## src/rtl/timer_arbiter.sv

```systemverilog
// Round-robin owner of a shared 64-bit one-shot timer: programs delay, start,
// waits for completion or abort, then returns a done pulse to the owner.
module timer_arbiter #(
  parameter int unsigned NUM_REQ = 4
) (
  input  logic                       clk,
  input  logic                       reset,
  input  logic [NUM_REQ-1:0]         req,
  input  logic [NUM_REQ*64-1:0]      req_delay,
  input  logic [NUM_REQ-1:0]         abort,
  output logic [NUM_REQ-1:0]         gnt,
  output logic [NUM_REQ-1:0]         done,
  output logic                       aborted,
  output logic                       busy,
  output logic [$clog2(NUM_REQ)-1:0] owner,
  output logic [1:0]                 avm_address,
  output logic                       avm_write,
  output logic [31:0]                avm_writedata,
  output logic [3:0]                 avm_byteenable,
  input  logic                       irq
);

  localparam int unsigned OW = $clog2(NUM_REQ);

  typedef enum logic [2:0] {
    IDLE, WR_LO, WR_HI, WR_START, WAIT, WR_STOP, WR_CLR, DONE
  } state_t;

  state_t         state;
  logic [OW-1:0]  last_owner;
  logic [OW-1:0]  win_idx;
  logic [OW-1:0]  cand;
  logic           win_valid;
  logic [63:0]    delay_q;
  logic [63:0]    win_delay;

  // Search downward so the requester closest after last_owner is taken last and wins.
  always_comb begin
    win_valid = 1'b0;
    win_idx   = '0;
    cand      = '0;
    for (int i = NUM_REQ; i >= 1; i--) begin
      cand = OW'((32'(last_owner) + 32'(i)) % NUM_REQ);
      if (req[cand]) begin
        win_valid = 1'b1;
        win_idx   = cand;
      end
    end
    win_delay = req_delay[64*win_idx +: 64];
  end

  always_ff @(posedge clk) begin
    if (reset) begin
      state      <= IDLE;
      last_owner <= OW'(NUM_REQ - 1);
      owner      <= '0;
      delay_q    <= '0;
      gnt        <= '0;
      done       <= '0;
      aborted    <= 1'b0;
      busy       <= 1'b0;
    end else begin
      gnt     <= '0;
      done    <= '0;
      aborted <= 1'b0;
      case (state)
        IDLE: begin
          if (win_valid) begin
            owner   <= win_idx;
            delay_q <= win_delay;
            gnt     <= NUM_REQ'(1) << win_idx;
            busy    <= 1'b1;
            // A zero count would never start the timer, so finish immediately.
            if (win_delay == 64'd0) begin
              state <= DONE;
              done  <= NUM_REQ'(1) << win_idx;
            end else begin
              state <= WR_LO;
            end
          end
        end
        WR_LO:    state <= WR_HI;
        WR_HI:    state <= WR_START;
        WR_START: state <= WAIT;
        WAIT: begin
          if (irq) begin
            state <= WR_CLR;
          end else if (abort[owner]) begin
            state <= WR_STOP;
          end
        end
        WR_STOP: begin
          state   <= DONE;
          done    <= NUM_REQ'(1) << owner;
          aborted <= 1'b1;
        end
        WR_CLR: begin
          state <= DONE;
          done  <= NUM_REQ'(1) << owner;
        end
        DONE: begin
          last_owner <= owner;
          owner      <= '0;
          busy       <= 1'b0;
          state      <= IDLE;
        end
        default: state <= IDLE;
      endcase
    end
  end

  // Timer bus writes decode directly from the state register.
  always_comb begin
    avm_write      = 1'b0;
    avm_address    = 2'd0;
    avm_writedata  = 32'd0;
    avm_byteenable = 4'h0;
    case (state)
      WR_LO: begin
        avm_write      = 1'b1;
        avm_address    = 2'd1;
        avm_writedata  = delay_q[31:0];
        avm_byteenable = 4'hF;
      end
      WR_HI: begin
        avm_write      = 1'b1;
        avm_address    = 2'd2;
        avm_writedata  = delay_q[63:32];
        avm_byteenable = 4'hF;
      end
      WR_START: begin
        avm_write      = 1'b1;
        avm_writedata  = 32'h1;
        avm_byteenable = 4'h1;
      end
      WR_STOP: begin
        avm_write      = 1'b1;
        avm_writedata  = 32'h2;
        avm_byteenable = 4'h1;
      end
      WR_CLR: begin
        avm_write      = 1'b1;
        avm_byteenable = 4'h1;
      end
      default: ;
    endcase
  end

endmodule

```

## config.mk

```make
export PLATFORM = sky130hd
export DESIGN_NAME = timer_arbiter
export DESIGN_NICKNAME = d
export VERILOG_FILES = /design/src/rtl/timer_arbiter.sv
export SDC_FILE = /design/constraint.sdc
export NUM_CORES = 1
export LEC_CHECK = 0
export ABC_AREA = 1
export CORE_AREA = 2 2 150 152
export DETAILED_ROUTE_END_ITERATION = 12
export DIE_AREA = 0 0 152 154
export SLEW_MARGIN = 20
export SYNTH_ARGS = -nofsm -noshare
export SYNTH_HDL_FRONTEND = slang
export SYNTH_SLANG_ARGS = --single-unit
```

## constraint.sdc

```tcl
create_clock -name clk -period 2.8 [get_ports clk]
set_input_delay 0.56 -clock clk [delete_from_list [all_inputs] [get_ports clk]]
set_output_delay 0.56 -clock clk [all_outputs]
set_load 0.01 [all_outputs]
```

==> results of run 1 <==
==> cell usage in the layout, fill, tap and decap left out, drive strengths merged <==
cell type	Yosys	final
dlymetal6s2s	0	1
dlygate4sd2	0	1
diode	0	1
nand3	83	83
buf	30	111
a22o	30	30
nor4	2	2
bufinv	0	2
a21oi	12	12
clkdlybuf4s50	0	311
clkinv	0	1
clkinvlp	0	2
clkbuf	49	16
a31oi	1	1
nor2	192	192
o2111ai	1	1
o21ai	73	73
mux2i	1	1
a311oi	1	1
inv	93	93
nand2	574	574
dfxtp	81	81
clkdlybuf4s15	0	1
nor3	1	1
==> cell usage after synthesis (all sizes together) <==
master     n
a31oi      1
a21oi     12
nor4       2
nor3       1
o21ai     73
clkbuf    49
a22o      30
mux2i      1
buf       30
dfxtp     81
nand3     83
nand2    574
nor2     192
inv       93
o2111ai    1
a311oi     1
==> sequential cells by signal (all words and copies together), names as in the netlist <==
name	count
busy	1
state	3
delay_q	64
owner	2
done	4
last_owner	2
gnt	4
aborted	1
==> kinds of logic after synthesis <==
group                  after synthesis
AOI/OAI and AO/OA                  118
and+or+nand+nor                    852
muxes                                1
DFF                                 81
buffers and inverters              172
==> timing repair <==
action,4_1_cts,5_1_grt
endpoints found under the setup margin,9,31
resized for setup,44,119
buffers inserted,3,21
hold endpoints to repair,0,0
cloned,6,4
pin swaps,13,74
==> layout make-up <==
| class | count | share of cell area |
|---|---|---|
| multi-input cells | 971 | 0.382 |
| well taps | 280 | 0.0301 |
| repair buffers | 431 | 0.388 |
| inverters | 93 | 0.0322 |
| clock inverters | 5 | 0.00689 |
| diodes | 1 | 0.000215 |
| clock buffers | 10 | 0.0206 |
| flip-flops and latches | 81 | 0.140 |
==> stage by stage <==
step           instance area, µm²  TNS (ns)  power [mW]  utilization
6_report                    11600         0        8.50        0.536
5_1_grt                     11600    -0.798        9.14        0.536
4_1_cts                     11100         0        8.21        0.510
3_5_place_dp                10400     -4.45        6.70        0.480
3_3_place_gp                10400     -4.09        6.67        0.480
2_1_floorplan                6440         0        4.48            -
==> where the power goes <==
| group | switching (mW) | internal (mW) |
|---|---|---|
| registers | 0.250 | 1.56 |
| logic | 3.00 | 2.40 |
| clock network | 0.489 | 0.799 |
| total | 3.74 | 4.76 |
==> critical path: stages, from the launching register on <==
cell,delay (ns)
dfxtp_4,0.39
inv_8,0.10
nand2_2,0.06
nand2_2,0.10
nand2_2,0.08
nand2_4,0.09
inv_4,0.05
nand2_4,0.06
nand2_4,0.08
nand2_8,0.13
buf_12,0.13
inv_12,0.05
buf_12,0.13
buf_6,0.12
nand2_2,0.05
nand2_1,0.05
nand2_1,0.06
nand2_2,0.07
nor2_2,0.11
nand2_1,0.08
nor2_1,0.09
nand2_1,0.09
nor2_4,0.22
nand3_2,0.15
a21oi_2,0.14
==> routing by layer <==
layer / vias up / part of all wire / routed length (µm) / global-route usage
li1: 4496 / - / - / -
met1: 4017 / 0.44 / 13400 / 0.320
met2: 314 / 0.48 / 14600 / 0.414
met3: 31 / 0.062 / 1880 / 0.0369
met4: 0 / 0.018 / 534 / 0.0605
met5: - / 0 / 0 / 0
==> final timing paths <==
path	startpoint	endpoint	slack [ns]	cells after the start
max	last_owner[0]	state[2]	0.04	24
min	busy	busy	0.47	2
max reg2reg	last_owner[0]	state[2]	0.04	24
min reg2reg	busy	busy	0.47	2
==> flow_summary.yaml, run 1 <==
route:
  vias: 8858
  viasPerCell: 4.73
  wl_mm: 30.5
  drt_pass1_iterations: 8
  drt-initial-drc-count: 604
  wl_per_cell_um: 16.3
  drc_errors: 0
  antenna_left: 0
layout:
  fillers: 2184
  final_layout_size_suffix_gt1_frac: 0.165
  multi_input_area_um2: 4440
  area_delta_synth_final_pct: 80.5
  layout.nets: 1854
  seq_area_um2: 1630
  stdcell_count: 1872
power:
  vdd.ir_drop.worst_mv: 0.510
  p_leak_nw: 5.89
  power_density_nw_per_um2: 731
sta:
  holdWs_ns: 0.474
  hold_viol_final: 0
  slew_headroom: 0.651
  fin_ws_ns: 0.0360
  grt_setup_unrepaired: "true"
  timing.final.crit_share: 0.987
  finalCriticalPeriod_ns: 2.76
  maxSlewViolCount: 0
  max_freq_ghz: 0.362
  tightest_slew_ns: 0.523
  setup_viol: 0
  skew_ns: 0.00753
run_status:
  status: "finished clean"
clocking:
  clock-sinks: 81
  cts_root_buf: "clkbuf_16"
  hold_buffers: 0
  clockBufferDepth: 2
  cts_buffers: 9
  cts_tree: "done"
  clkLatencyLatePin_ns: 0.34
  clk_pin_slew_ns: 0.07
  htree_levels: 3
grt:
  gr-usage-all-layers: 0.242
  antenna_found_initial: 1
  grt_pass1_vias: 8114
  grt_pass1_wl_mm: 44.8
  overflow: 0
  grt_max_degree: 54
die:
  die_x_um: 152
  die_h_um: 154
  boundaryPins: 318
  initial_core_util: 0.297
  core-area_um2: 21700
  rows: 54
  dieArea_um2: 23400
setup_path:
  arrival_ns: 3.05
  crit_path_max_fanout: 8
  end_kind: "flop"
  worst-setup-path-type: "reg -> reg"
  cp-start-kind: "flop"
  crit_required_ns: 3.08
synthesis:
  synth_xor_xnor_area_share: 0
  synth_nets: 1491
  synth_cell_types: 27
  syn-instance-count: 1224
  synth_area_um2: 6440
  synth_top_family_by_area: "simple AND/OR/NAND/NOR gates"
  ys_seq_area_frac: 0.252
  synth-compound-area-share: 0.111
  avgSynthCellArea_um2: 5.26
  synthTopCellsByArea: "nand2_1 33%, dfxtp_1 25%, nor2_1 11%"
  yosys.area.top_type: "nand2_1"
  ys_seq_elements: 81
  synth_warnings: 0
  synth_adder_area_share: 0
  synth_top_area_share: 0.333
  synth.area.mux_share: 0.00155
  yosys.area_share.simple: 0.521
worst_hold_path:
  hold_class: "reg -> reg"
placed_design:
  place_inst: 1822
  dp_worst_setup_slack_ns: -0.615
  io_buffers: 317
  hpwl_mm: 22.3
  place_congestion: 0.878
run:
  drv_cap: 0
(Power assumes the default switching activity.)
==> inputs of run 2 (changes only) <==
==> constraint.sdc (replaced) <==
create_clock -name clk -period 2.8 [get_ports clk]
set_input_delay 0.28 -clock clk [delete_from_list [all_inputs] [get_ports clk]]
set_output_delay 0.28 -clock clk [all_outputs]
set_load 0.01 [all_outputs]
==> flow_summary.yaml, run 2 (synthesis results as in run 1) <==
run_status:
  status: "finished clean"
setup_path:
  crit_family: "simple AND/OR/NAND/NOR gates"
  crit_required_ns: 3.06
  arrival_ns: 3.04
  slowest_stage: "clkdlybuf4s50_1"
  crit_path_max_fanout: 9
  slowest_delay_ns: 0.48
  cp-start-kind: "input pin"
  worst-setup-path-type: "in -> reg"
  end_kind: "flop"
  path_cells: "clkdlybuf4s50_1 -> inv_1 -> nand2_1 -> nand3_1 -> nand2_1 -> inv_2 -> nand2_2 -> nand2_2 -> nand2_4 -> nand2_8 -> buf_12 -> buf_12 -> nand2_1 -> nand2_1 -> nand2_1 -> nand2_2 -> nor2_2 -> nand2_2 -> nor2_2 -> nand2_2 -> nor2_4 -> nand3_2 -> a21oi_2"
  critPathBufInv: 5
worst_hold_path:
  hold_class: "reg -> reg"
route:
  drt_pass1_iterations: 4
  drt-initial-drc-count: 546
  vias: 8597
  wl_mm: 29.2
  wl_per_cell_um: 15.8
  drc_errors: 0
  viasPerCell: 4.65
  antenna_left: 0
layout:
  num_antenna_cells: 0
  area_delta_synth_final_pct: 73.2
  layout.nets: 1832
  largest_reg_flops: 64
  layout_common_cells: "509 x nand2_1, 316 x clkdlybuf4s50_1, 171 x nor2_1"
  final_layout_size_suffix_gt1_frac: 0.136
  top_regs: "delay_q (64), done (4), gnt (4)"
  final_common_cell: "nand2_1"
  top_register: "delay_q"
run:
  drv_cap: 0
sta:
  fin_setup_tns_ns: 0
  setup_viol: 0
  timing.final.crit_share: 0.993
  slew_headroom: 0.488
  max_freq_ghz: 0.360
  fin_ws_ns: 0.0198
  skew_ns: 0.00572
  finalCriticalPeriod_ns: 2.78
  hold_viol_final: 0
  maxSlewViolCount: 0
  grt_setup_unrepaired: "true"
  tightest_slew_ns: 0.768
die:
  core-area_um2: 21700
  rows: 54
  boundaryPins: 318
  die_h_um: 154
  initial_core_util: 0.297
  die_x_um: 152
  dieArea_um2: 23400
clocking:
  clkLatencyLatePin_ns: 0.33
  clockBufferDepth: 2
  clock-sinks: 81
  cts_buffers: 9
  htree_levels: 3
  cts_root_buf: "clkbuf_16"
  clk_pin_slew_ns: 0.07
  cts_tree: "done"
  hold_buffers: 0
placed_design:
  io_buffers: 317
  dp_worst_setup_slack_ns: -0.404
  hpwl_mm: 22.1
  place_congestion: 0.868
power:
  power_density_nw_per_um2: 719
  p_leak_nw: 5.65
  vdd.ir_drop.worst_mv: 0.647
  power.total_mw: 8.02
grt:
  grt_pass1_vias: 8023
  gr-usage-all-layers: 0.231
  grt_max_degree: 61
  antenna_found_initial: 0
  grt_pass1_wl_mm: 43.4
  overflow: 0
## run 2: cell types whose count changed in the layout (fill, tap and decap cells not counted), moves of 3 or more
cell             change
nand2_1             +11
a21oi_2              -4
nand2_2              -6
buf_8                -3
buf_4               -12
inv_1                +3
a21oi_1              +4
clkdlybuf4s50_1      +5
buf_12               -3
buf_16               -5
nand2_4              -5
nor2_1               +4
## run 2: final cells by class
type	instances	area, µm²
repair buffers	409	4200
well taps	280	350
fillers	2233	10500
clock buffers	9	225
clock inverters	7	55.1
multi-input cells	971	4340
flip-flops and latches	81	1630
inverters	93	359
## run 2: through the flow
stage	std cells	cell area (µm²)	hold slack [ns]	utilization
detailed placement	1819	10400	0.469	0.478
global placement	1819	10400	0.455	0.478
floorplan	1224	6440	0.479	-
global route	1850	11200	0.513	0.514
finish	1850	11200	0.481	0.514
CTS	1836	10700	0.479	0.494
## run 2: worst reg2reg max path, cell delays in order, from the launching register on
cell	delay, ns
dfxtp_2	0.34
buf_6	0.14
nand2_1	0.08
nand3_1	0.10
nand2_1	0.12
inv_2	0.04
nand2_2	0.09
nand2_2	0.07
nand2_4	0.10
nand2_8	0.12
buf_12	0.19
buf_12	0.14
nand2_1	0.06
nand2_1	0.04
nand2_1	0.06
nand2_2	0.08
nor2_2	0.13
nand2_2	0.09
nor2_2	0.10
nand2_2	0.08
nor2_4	0.25
nand3_2	0.13
a21oi_2	0.15
## run 2: power by group
part | total [mW] | switching (mW) | internal (mW)
registers | 1.80 | 0.247 | 1.56
clock network | 1.13 | 0.520 | 0.609
logic | 5.09 | 2.89 | 2.20
total | 8.02 | 3.66 | 4.36
## run 2: routing by layer
metal,vias up,track usage,share of wire,wire (µm)
met2,284,0.394,0.47,13800
met3,40,0.0361,0.054,1570
li1,4442,-,-,-
met4,0,0.0605,0.023,659
met1,3831,0.305,0.45,13200
met5,-,0,0,0
## run 2: final timing paths
kind | from | endpoint | slack (ns) | cells after the start
min | busy | busy | 0.48 | 2
max | req[1] | done[3] | 0.02 | 23
max reg2reg | last_owner[0] | done[3] | 0.02 | 22
min reg2reg | busy | busy | 0.48 | 2
## run 2: what timing repair did
item,CTS,global route
setup buffers,1,9
hold endpoints to repair,0,0
setup endpoints to repair,6,6
cloned,1,5
pin swaps,5,54
gates resized for setup,12,91
